**config.mk**
```make
export PLATFORM = sky130hd
export DESIGN_NAME = vctcxo_dac_scheduler
export DESIGN_NICKNAME = d
export VERILOG_FILES = /design/src/rtl/vctcxo_dac_pkg.sv /design/src/rtl/dac_spi_shifter.sv /design/src/rtl/vctcxo_dac_scheduler.sv
export SDC_FILE = /design/constraint.sdc
export NUM_CORES = 1
export LEC_CHECK = 0
export BUFFER_PORTS_ARGS = -buffer_cell sky130_fd_sc_hd__clkbuf_2
export CAP_MARGIN = 20
export CORE_MARGIN = 2
export CORE_UTILIZATION = 52
export CTS_CLUSTER_DIAMETER = 150
export CTS_CLUSTER_SIZE = 40
export DETAILED_ROUTE_END_ITERATION = 7
export HOLD_SLACK_MARGIN = 0.02
export PLACE_DENSITY = 0.76
export SYNTH_ARGS = -nofsm -noshare
export SYNTH_HDL_FRONTEND = slang
export SYNTH_SLANG_ARGS = --single-unit
```
**constraint.sdc**
```tcl
create_clock -name refclk -period 2.21 [get_ports refclk]
set_input_delay 0.1105 -clock refclk [delete_from_list [all_inputs] [get_ports refclk]]
set_output_delay 0.1105 -clock refclk [all_outputs]
set_load 0.05 [all_outputs]
```
**src/rtl/vctcxo_dac_pkg.sv**
```systemverilog
// rtl/vctcxo_dac_pkg.sv - shared types and constants for the VCTCXO trim DAC scheduler
package vctcxo_dac_pkg;

   typedef enum logic [1:0] {ST_INIT, ST_IDLE, ST_SHIFT, ST_GAP} state_t;

   localparam int         FRAME_BITS = 24;
   localparam logic [1:0] PD_NORMAL  = 2'b00;

   function automatic logic [FRAME_BITS-1:0] make_frame(input logic [15:0] code);
      return {6'b0, PD_NORMAL, code};
   endfunction

endpackage

```
**src/rtl/dac_spi_shifter.sv**
```systemverilog
// rtl/dac_spi_shifter.sv - serialises one 24-bit DAC frame, MSB first, data stable on sclk falling edges
module dac_spi_shifter
   import vctcxo_dac_pkg::*;
#(
   parameter int SCLK_HALF = 2
) (
   input  logic                  refclk,
   input  logic                  reset,
   input  logic                  i_load,
   input  logic [FRAME_BITS-1:0] i_frame,
   output logic                  o_sclk,
   output logic                  o_mosi,
   output logic                  o_sync_n,
   output logic                  o_done
);

   localparam logic [3:0] DIV_LAST = 4'(SCLK_HALF - 1);
   localparam logic [5:0] PH_LAST  = 6'(2 * FRAME_BITS);

   logic                  r_active;
   logic [3:0]            r_div;
   logic [5:0]            r_phase;
   logic [FRAME_BITS-2:0] r_sr;
   logic                  w_tick;

   assign w_tick = r_active && (r_div == DIV_LAST);
   assign o_done = w_tick && (r_phase == PH_LAST);

   // Phase 0 is the setup half; each later phase boundary toggles sclk, even boundaries rise.
   always_ff @(posedge refclk) begin
      if (reset) begin
         r_active <= 1'b0;
         r_div    <= '0;
         r_phase  <= '0;
         r_sr     <= '0;
         o_sclk   <= 1'b0;
         o_mosi   <= 1'b0;
         o_sync_n <= 1'b1;
      end else if (i_load && !r_active) begin
         r_active <= 1'b1;
         r_div    <= '0;
         r_phase  <= '0;
         r_sr     <= i_frame[FRAME_BITS-2:0];
         o_sclk   <= 1'b0;
         o_mosi   <= i_frame[FRAME_BITS-1];
         o_sync_n <= 1'b0;
      end else if (r_active) begin
         if (!w_tick) begin
            r_div <= r_div + 4'd1;
         end else begin
            r_div <= '0;
            if (r_phase == PH_LAST) begin
               r_active <= 1'b0;
               o_sync_n <= 1'b1;
               o_mosi   <= 1'b0;
            end else begin
               r_phase <= r_phase + 6'd1;
               o_sclk  <= ~r_phase[0];
               // The first rising edge keeps the MSB; later rising edges advance the data.
               if (!r_phase[0] && (r_phase != 6'd0)) begin
                  o_mosi <= r_sr[FRAME_BITS-2];
                  r_sr   <= {r_sr[FRAME_BITS-3:0], 1'b0};
               end
            end
         end
      end
   end

endmodule

```
**src/rtl/vctcxo_dac_scheduler.sv**
```systemverilog
// rtl/vctcxo_dac_scheduler.sv - arbitrates PLL loop and host trim codes onto the shared VCTCXO DAC
module vctcxo_dac_scheduler
   import vctcxo_dac_pkg::*;
#(
   parameter logic [15:0] INIT_VAL  = 16'd32767,
   parameter int          SCLK_HALF = 2,
   parameter int          SYNC_HIGH = 4
) (
   input  logic        refclk,
   input  logic        reset,
   input  logic        i_manual,
   input  logic [15:0] i_loop_dat,
   input  logic        i_loop_valid,
   input  logic [15:0] i_host_dat,
   input  logic        i_host_valid,
   output logic        o_host_ready,
   output logic        o_sclk,
   output logic        o_mosi,
   output logic        o_sync_n,
   output logic        o_busy,
   output logic [15:0] o_cur_val,
   output logic [15:0] o_loop_drops
);

   localparam logic [7:0] GAP_LAST = 8'(SYNC_HIGH - 1);

   state_t      r_state;
   logic        r_busy;
   logic        r_load;
   logic [15:0] r_code;
   logic [15:0] r_cur_val;
   logic [15:0] r_drops;
   logic [15:0] r_loop_dat;
   logic        r_loop_pend;
   logic        r_manual_d;
   logic [7:0]  r_gap;

   logic        w_idle;
   logic        w_manual_fall;
   logic        w_host_go;
   logic        w_loop_go;
   logic [15:0] w_sel;
   logic        w_launch;
   logic        w_drop;
   logic        w_done;

   assign w_idle        = (r_state == ST_IDLE);
   assign w_manual_fall = r_manual_d & ~i_manual;
   assign w_host_go     = w_idle & i_host_valid;
   // A value pending across a manual period is stale the moment manual drops.
   assign w_loop_go     = w_idle & ~i_host_valid & r_loop_pend & ~i_manual & ~w_manual_fall;
   assign w_sel         = w_host_go ? i_host_dat : r_loop_dat;
   assign w_launch      = (w_host_go | w_loop_go) & (w_sel != r_cur_val);
   assign w_drop        = i_loop_valid & (i_manual | (r_loop_pend & ~w_loop_go & ~w_manual_fall));

   assign o_host_ready  = w_idle & ~(w_loop_go & (r_loop_dat != r_cur_val));
   assign o_busy        = r_busy;
   assign o_cur_val     = r_cur_val;
   assign o_loop_drops  = r_drops;

   always_ff @(posedge refclk) begin
      if (reset) begin
         r_loop_pend <= 1'b0;
         r_loop_dat  <= '0;
         r_drops     <= '0;
         r_manual_d  <= 1'b0;
      end else begin
         r_manual_d <= i_manual;
         if (i_loop_valid && !i_manual) begin
            r_loop_pend <= 1'b1;
            r_loop_dat  <= i_loop_dat;
         end else if (w_loop_go || w_manual_fall) begin
            r_loop_pend <= 1'b0;
         end
         if (w_drop && (r_drops != 16'hFFFF))
            r_drops <= r_drops + 16'd1;
      end
   end

   always_ff @(posedge refclk) begin
      if (reset) begin
         r_state   <= ST_INIT;
         r_busy    <= 1'b1;
         r_load    <= 1'b0;
         r_code    <= INIT_VAL;
         r_cur_val <= INIT_VAL;
         r_gap     <= '0;
      end else begin
         r_load <= 1'b0;
         unique case (r_state)
            ST_INIT: begin
               r_load  <= 1'b1;
               r_code  <= INIT_VAL;
               r_state <= ST_SHIFT;
            end
            ST_IDLE: begin
               if (w_launch) begin
                  r_load  <= 1'b1;
                  r_code  <= w_sel;
                  r_busy  <= 1'b1;
                  r_state <= ST_SHIFT;
               end
            end
            ST_SHIFT: begin
               if (w_done) begin
                  r_cur_val <= r_code;
                  r_gap     <= '0;
                  r_state   <= ST_GAP;
               end
            end
            ST_GAP: begin
               if (r_gap == GAP_LAST) begin
                  r_busy  <= 1'b0;
                  r_state <= ST_IDLE;
               end else begin
                  r_gap <= r_gap + 8'd1;
               end
            end
            default: r_state <= ST_INIT;
         endcase
      end
   end

   dac_spi_shifter #(
      .SCLK_HALF(SCLK_HALF)
   ) u_shifter (
      .refclk  (refclk),
      .reset   (reset),
      .i_load  (r_load),
      .i_frame (make_frame(r_code)),
      .o_sclk  (o_sclk),
      .o_mosi  (o_mosi),
      .o_sync_n(o_sync_n),
      .o_done  (w_done)
   );

endmodule

```
Yosys cells after proc, flatten, opt, wreduce, memory -nomap -nowiden --
Cells that the tools add are included.
Storage, ports and cells: register bits after elaboration 115, input bits 37, output and inout port bits 37, word-level logic and storage cells 122
Cells by class: add/subtract/negate cells 4, equality and inequality tests 14, muxes and demuxes 33, bitwise operators 21, reduce and logical (&&, ||, !) cells 32
Operators with widths (count):
- $mux W16 | 7
- $ne A16 B16 Y1 | 2
- $pmux W16 S2 | 1
- $reduce_and A3 Y1 | 6
- $reduce_bool A2 Y1 | 9
- $add A16 B1 Y16 const B | 1
- $mux W8 | 2
- $ne A16 B16 Y1 const B | 1
- $pmux W8 S2 | 1
- $mux W1 | 15
- $and A1 B1 Y1 | 12
- $add A8 B1 Y8 const B | 1
- $eq A8 B2 Y1 const B | 1
- $pmux W2 S4 | 1
- $reduce_and A4 Y1 | 2
- $not A1 Y1 | 7
- $add A6 B1 Y6 const B | 1
- $eq A6 B6 Y1 const B | 1
- $logic_and A1 B1 Y1 | 6
- $mux W2 | 3
- $ne A2 B2 Y1 const B | 3
- $reduce_bool A6 Y1 | 1
- $add A4 B1 Y4 const B | 1
- $eq A2 B2 Y1 const B | 2
- other kinds (11) | 17

Depth between registers and ports, before layout --
Gate-level depths: netlist (run 1).
depth in word-level cells 11, mapped depth 11, gate-level depth less buffers 9

Cells and area by module --
From an unflattened synthesis (run 1), not the netlist that was laid out.
Unflattened totals: cell total of the unflattened synthesis 659, area total of the unflattened synthesis 5680.4 µm²
By module, submodules not included:
- vctcxo_dac_scheduler | times used 1, cells an instance 451, area each 3867.5 µm²
- dac_spi_shifter | times used 1, cells an instance 208, area each 1813.0 µm²

Worst setup path after synthesis (run 1) --
Ideal clock, no wire load.
path type register to register, start register r_cur_val[15], in the netlist o_cur_val[15], end register r_code[10], setup time 122 ps, arrival 2479 ps, required time 2088 ps, setup slack -391 ps, cell stages (with the launch flop) 10, path buffers 2, clock period less this slack 2601 ps, path through dfxtp_1 > nor2b_1 > a2111oi_0 > o2111ai_1 > a221oi_1 > a31oi_1 > o21ba_1 > buf_2 > buf_6 > o32a_1
Between the ends: cells in the longest elaborated chain, start to end 4
RTL lines:
- start, declared | line vctcxo_dac_scheduler.sv:31 | logic [15:0] r_cur_val;
- start signal, assigned | line vctcxo_dac_scheduler.sv:106 | r_cur_val <= r_code;
- $ne A16 B16 Y1 | line vctcxo_dac_scheduler.sv:53 | assign w_launch = (w_host_go | w_loop_go) & (w_sel != r_cur_val);
- $and A1 B1 Y1 | line vctcxo_dac_scheduler.sv:53
- $ne A2 B1 Y1 (no line)
- $reduce_and A2 Y1 (no line)
- end signal, assigned | line vctcxo_dac_scheduler.sv:99 | r_code <= w_sel;
- end, declared | line vctcxo_dac_scheduler.sv:30 | logic [15:0] r_code;
Every way passes these cells. A chain may end at the register's enable or synchronous reset.

Worst setup path after layout (run 1) --
start register r_cur_val[10], in the netlist o_cur_val[10], end output o_host_ready
Between the ends: cells in the longest elaborated chain, start to end 4
RTL lines:
- $ne A16 B16 Y1 | line vctcxo_dac_scheduler.sv:56 | assign o_host_ready = w_idle & ~(w_loop_go & (r_loop_dat != r_cur_val));
- $and A1 B1 Y1 | line vctcxo_dac_scheduler.sv:56
- $not A1 Y1 | line vctcxo_dac_scheduler.sv:56
- $and A1 B1 Y1 | line vctcxo_dac_scheduler.sv:56
- end, declared | line vctcxo_dac_scheduler.sv:16 | output logic o_host_ready,
Every way passes these cells.

==> reports/results.ini, run 1 <==
[run_status]
status = finished, violations left
failed_checks = setup timing

[die]
io-pin-count = 74
die_w_um = 105
fp.dieArea_mm2 = 0.0109
rows = 36
start_util = 0.536
die_y_um = 105
core_area_mm2 = 0.00982

[global_route]
first_global_vias = 4683
grt_use_total = 0.251
grt_pass1_wl_um = 22200
overflow = 0
grt_max_degree = 75
grt_antenna_before_repair = 0

[clocking]
cts_tree = yes
cts_made_buffers = 17
clockBufferDepth = 2
htree_levels = 4
clk_latency_ns = 0.51
cts_num_sinks = 114
path_clk_slew_ns = 0.05
cts_root_buf = clkbuf_8

[final_layout]
fin_area_mm2 = 0.00711
syn_to_final_growth_pct = 35.1
diodes = 0
fillers = 699
fin_cells = 870
nNetsFinal = 767
layout-drive-gt1-share = 0.259

[power_and_ir_drop]
power_mw = 5.41
power.density_mw_per_mm2 = 761
ir_drop_mv = 0.602
p_leak_nw = 2.79

[critical_path]
crit_family = simple AND/OR/NAND/NOR gates
cp.buffers_inverters = 2
slowest_stage = or4_4
worst_path_largest_cell_delay_ns = 0.55
critPathLaunchType = register
crit_arrival_ns = 2.24
cp_max_fo = 4
crit_cells = 6
r2r_cells = 8
endpoint_kind = primary output
critPathRequiredTime_ns = 2.10
setup.worst_path.class = register to primary output
cp_cell_sequence = buf_6 > xor2_1 > or4_4 > nor4_4 > o41a_1 > buf_8

[routing]
drc = 0
ant_nets = 0
drt_wl_total_um = 14200
initialDrtViolationCount = 327
vias = 4884
wire_per_inst_um = 16.4
viasPerCell = 5.61
drtPass1Iterations = 7

[min_path]
hold_class = input pin to register
whs_path_depth = 3

[yosys]
synth_top_cell_by_area = dfxtp_1
synth_nets = 643
syn_area_mm2 = 0.00527
synthFlopType = dfxtp_1
synth_seq_cells = 114
ys_seq_area_frac = 0.433
synth_cell_type_count = 57
synth_edf_count = 0
async_flop_share = 0
syn_avg_cell_area_um2 = 8.78
ys_warn_count = 0
syn_inst = 600
synth_top_area_share = 0.433
synthTopCellsByArea = dfxtp_1 (43%), nand2_1 (6.2%), mux2i_1 (5.1%)

[timing]
setup_viol = 9
slew_violations = 0
timing.final.ws_setup_ns = -0.136
hold_violations = 0
slew_headroom = 0.479
rsz0062_at_grt = yes
finClkSkew_ns = 0.00945
max_clock_freq_mhz = 426
tightest_slew_ns = 0.782
hold_slack_ns = 0.0606
fin_crit_sh = 1.06
post-route-min-period_ns = 2.35

[job]
maxCapViolations = 0

[placement]
dp_cells = 806
globalplace.congestion = 0.908
portBuffers = 73
place_ws_ns = -0.127
place_hpwl_um = 9360
place_area_mm2 = 0.00598

cell usage after synthesis (all sizes together), types with 3 or more instances:
library cell  number
nand2b             6
nand2             87
dfxtp            114
mux2              14
nor2b             10
or3                3
nor4bb             3
o32a              15
nor3               9
a21oi             36
a221oi             3
and4               3
xnor2             15
o2111ai            3
nand4             14
a22oi              3
mux2i             27
nand3             20
nor2              61
ha                 6
o211ai             5
buf                9
inv               20
o21ai             10
a211oi            17
xor2              30
clkbuf            24
a31oi              3
what timing repair did:
item                                    in CTS  in global routing
hold endpoints to repair                    45                  0
pin swaps                                    0                  7
cloned                                       0                  2
hold buffers                                29                  0
gates resized for setup                      8                 21
setup buffers                                0                  1
endpoints found under the setup margin      17                 19
layout make-up:
class                           count  area, um^2  share of cell area
Clock buffer                       24         502              0.0705
Clock inverter                      8         145              0.0204
Inverter                           20        75.1              0.0106
Multi-Input combinational cell    434        2920               0.411
Sequential cell                   114        2320               0.327
Tap cell                          133         166              0.0234
Timing Repair Buffer              137         978               0.138
final timing paths:
| check | startpoint | end | slack (ns) |
|---|---|---|---|
| setup / recovery | o_cur_val[10]$_SDFFE_PP1P_ | o_host_ready | -0.14 |
| setup reg to reg | o_cur_val[10]$_SDFFE_PP1P_ | r_code[10]$_SDFFE_PP1P_ | -0.10 |
| hold reg to reg | u_shifter.o_sync_n$_SDFFE_PP1P_ | u_shifter.o_sync_n$_SDFFE_PP1P_ | 0.45 |
| hold / removal | i_host_dat[5] | r_code[5]$_SDFFE_PP1P_ | 0.06 |
worst register-to-register path, delay by kind of cell, from the launching register on:
kind                   cells  cell delay, ns
flip-flops                 1            0.36
AND/OR/NAND/NOR            1            0.04
buffers and inverters      1            0.12
AO/OA/AOI/OAI              6            1.66
kinds of logic after synthesis:
logic type,Yosys count,synth area share
adder cells (fa/ha/maj),6,0.0143
multiplexers,41,0.0813
AND/OR/NAND/NOR,230,0.206
XOR/XNOR,45,0.0748
buffers and inverters,53,0.0406
AO/OA/AOI/OAI,111,0.150
flip-flops,114,0.433
stage by stage:
| step | utilization | setup TNS [ns] |
|---|---|---|
| after detailed placement | 0.609 | -1.71 |
| after floorplan | - | -0.574 |
| after global routing | 0.724 | -2.00 |
| after global placement | 0.609 | -1.14 |
| after CTS | 0.708 | -0.202 |
| final | 0.724 | -0.406 |
sequential cells by signal, indices dropped and copies added, names as in the netlist:
signal	count
o_busy	1
o_cur_val	16
o_loop_drops	16
r_code	16
r_gap	8
r_load	1
r_loop_dat	16
r_loop_pend	1
r_manual_d	1
r_state	2
u_shifter.o_mosi	1
u_shifter.o_sync_n	1
u_shifter.r_active	1
u_shifter.r_div	4
u_shifter.r_phase	6
u_shifter.r_sr	23
per-layer routing:
layer | part of all wire | GRT usage | vias up
li1 | - | - | 2379
met5 | 0 | 0 | -
met4 | 0.030 | 0.122 | 0
met1 | 0.44 | 0.315 | 2266
met2 | 0.46 | 0.396 | 198
met3 | 0.063 | 0.0736 | 41
cell usage in the layout (no fill, tap or decap), drive strengths merged, types with 14 or more instances in the layout:
| master | synthesis | final |
|---|---|---|
| xnor2 | 15 | 15 |
| clkbuf | 24 | 97 |
| nor2 | 61 | 61 |
| nand2 | 87 | 87 |
| mux2 | 14 | 14 |
| a21oi | 36 | 36 |
| buf | 9 | 35 |
| xor2 | 30 | 30 |
| dlygate4sd3 | 0 | 29 |
| nand3 | 20 | 20 |
| inv | 20 | 20 |
| o32a | 15 | 15 |
| mux2i | 27 | 27 |
| nand4 | 14 | 14 |
| dfxtp | 114 | 114 |
| a211oi | 17 | 17 |
power breakdown:
part           internal (mW)  switching, mW  leakage, nW
logic                  0.162          0.200         1.55
registers               2.09         0.0394        0.925
clock network           2.01          0.902        0.312
total                   4.27           1.14         2.79
No activity file was read; power rests on OpenSTA's default activity.
==> inputs of run 2 (changes only) <==
--- a/config.mk
+++ b/config.mk
@@ -13,4 +13,5 @@
 export CTS_CLUSTER_SIZE = 40
 export DETAILED_ROUTE_END_ITERATION = 7
+export GPL_TIMING_DRIVEN = 0
 export HOLD_SLACK_MARGIN = 0.02
 export PLACE_DENSITY = 0.76
==> constraint.sdc (replaced) <==
create_clock -name refclk -period 2.21 [get_ports refclk]
set_input_delay 0.442 -clock refclk [delete_from_list [all_inputs] [get_ports refclk]]
set_output_delay 0.442 -clock refclk [all_outputs]
set_load 0.05 [all_outputs]
==> run 2 against run 1 <==
Effect of this change: the flow still finishes with violations (setup timing); register-to-register slack worse by 0.09 ns; critical path depth shrank 1; first-iteration DRC count is 37% lower; final cell count is 2.5% lower; non-clock buffer count fell by 21; fmax down 10%; routed wire length decreased by 2.7%; power fell by 6.5%; die area did not move; clock skew hardly changed; critical endpoint unchanged; largest power group unchanged; highest routed layer unchanged.
==> reports/results.ini, run 2 (synthesized netlist as in run 1, its figures left out) <==
[run_status]
status = finished, violations left
failed_checks = setup timing

[critical_path]
r2r-start = r_state[0]$_SDFFE_PP0P_
cp_cell_sequence = xor2_1 > or4_4 > nor4_4 > o41a_2 > buf_8
endpoint_kind = primary output
crit_path_start = r_loop_dat[5]$_SDFFE_PP0P_
critPathLaunchType = register
critPathRequiredTime_ns = 1.77
setup.worst_path.class = register to primary output
slowest_stage = or4_4
worst_path_largest_cell_delay_ns = 0.55
cp_max_fo = 5
crit_arrival_ns = 2.17

[power_and_ir_drop]
p_leak_nw = 2.59
pwr-share-seq = 0.421
power.density_mw_per_mm2 = 751
p_clk_frac = 0.513
comb_power_share = 0.067
ir_drop_mv = 0.597
power_mw = 5.06
net-switching-power_mw = 1.16
p_int_mw = 3.90
p_sw_frac = 0.230

[final_layout]
diodes = 0
regMostFlops = u_shifter.r_sr
fin_util = 0.687
largest_reg_flops = 23
final_common_cell = dfxtp_1
fillers = 758
syn_to_final_growth_pct = 28.0
layout-drive-gt1-share = 0.264
fin_area_mm2 = 0.00674
final_cell_mix = dfxtp_1 (96), nand2_1 (86), clkbuf_2 (75)
nNetsFinal = 745

[routing]
ant_nets = 0
wire_per_inst_um = 16.3
viasPerCell = 5.62
drc = 0
vias = 4764
drt_wl_total_um = 13800
initialDrtViolationCount = 207
drtPass1Iterations = 4

[die]
die_w_um = 105
io-pin-count = 74
die_y_um = 105
rows = 36
core_area_mm2 = 0.00982
start_util = 0.536
fp.dieArea_mm2 = 0.0109

[job]
maxCapViolations = 0

[global_route]
grt_max_degree = 17
first_global_vias = 4512
grt_use_total = 0.251
grt_antenna_before_repair = 0
grt_pass1_wl_um = 21900
overflow = 0

[timing]
tightest_slew_ns = 0.684
fin_crit_sh = 1.18
rsz0062_at_grt = yes
hold_violations = 0
max_clock_freq_mhz = 382
timing.final.ws_setup_ns = -0.407
setup_viol = 17
finClkSkew_ns = 0.00985
post-route-min-period_ns = 2.62
slew_violations = 0
slew_headroom = 0.544

[clocking]
clk_latency_ns = 0.53
clockBufferDepth = 2
cts_made_buffers = 17
cts_tree = yes
htree_levels = 4
cts_root_buf = clkbuf_8
path_clk_slew_ns = 0.05
hold_buffers = 0
cts_num_sinks = 114

[placement]
portBuffers = 73
globalplace.congestion = 0.933
place_hpwl_um = 9750
place_area_mm2 = 0.00585

[min_path]
worst_hold_startpoint = i_loop_dat[3]
hold_class = input pin to register

[run 2: stage by stage]
stage / hold WS (ns) / TNS (ns) / setup WS [ns] / instances
floorplan: 0.435 / -0.695 / -0.0773 / 600
global placement: 0.448 / -9.25 / -0.473 / 806
detailed placement: 0.454 / -12.11 / -0.498 / 806
CTS: 0.129 / -1.97 / -0.472 / 849
global route: 0.141 / -3.78 / -0.465 / 848
finish: 0.146 / -2.55 / -0.407 / 848
[run 2: worst paths after layout]
check	endpoint	slack [ns]	depth (start not counted)
min reg2reg	u_shifter.o_mosi$_SDFFE_PP0P_	0.46	2
max	o_host_ready	-0.41	5
max reg2reg	r_code[11]$_SDFFE_PP1P_	-0.19	8
min	r_loop_dat[3]$_SDFFE_PP0P_	0.15	3
[run 2: final cells by class]
type | instances | area (um^2) | share of cell area
Multi-Input combinational cell | 433 | 2950 | 0.437
Sequential cell | 114 | 2330 | 0.346
Timing Repair Buffer | 85 | 490 | 0.0728
Clock buffer | 24 | 502 | 0.0744
Inverter | 20 | 75.1 | 0.0111
Tap cell | 133 | 166 | 0.0247
Clock inverter | 8 | 72.6 | 0.0108
Buffer | 31 | 160 | 0.0238
[run 2: per-layer routing]
layer  up-vias  track usage  part of all wire
li1       2331            -                 -
met1      2222        0.307              0.43
met2       183        0.417              0.48
met3        28       0.0711             0.062
met4         0       0.0990             0.023
met5         -            0                 0
[run 2: power by group through the flow]
stage,logic (mW),registers [mW],clock network [mW]
3_3_place_gp,0.295,2.17,0
6_report,0.337,2.13,2.60
3_5_place_dp,0.303,2.17,0
2_1_floorplan,0.183,2.18,0
4_1_cts,0.327,2.13,2.62
5_1_grt,0.367,2.13,2.73
[run 2: worst max-delay path, delay by kind of cell (launching register included)]
| kind | cells | cell delay (ns) |
|---|---|---|
| buffers and inverters | 1 | 0.15 |
| DFF | 1 | 0.45 |
| AOI/OAI and AO/OA | 1 | 0.20 |
| and+or+nand+nor | 2 | 0.74 |
| xor gates and xnor gates | 1 | 0.12 |
[run 2: repair_timing]
action	4_1_cts	5_1_grt
setup buffers	11	0
pin swaps	7	7
setup endpoints to repair	57	53
resized for setup	32	28
cloned	1	0
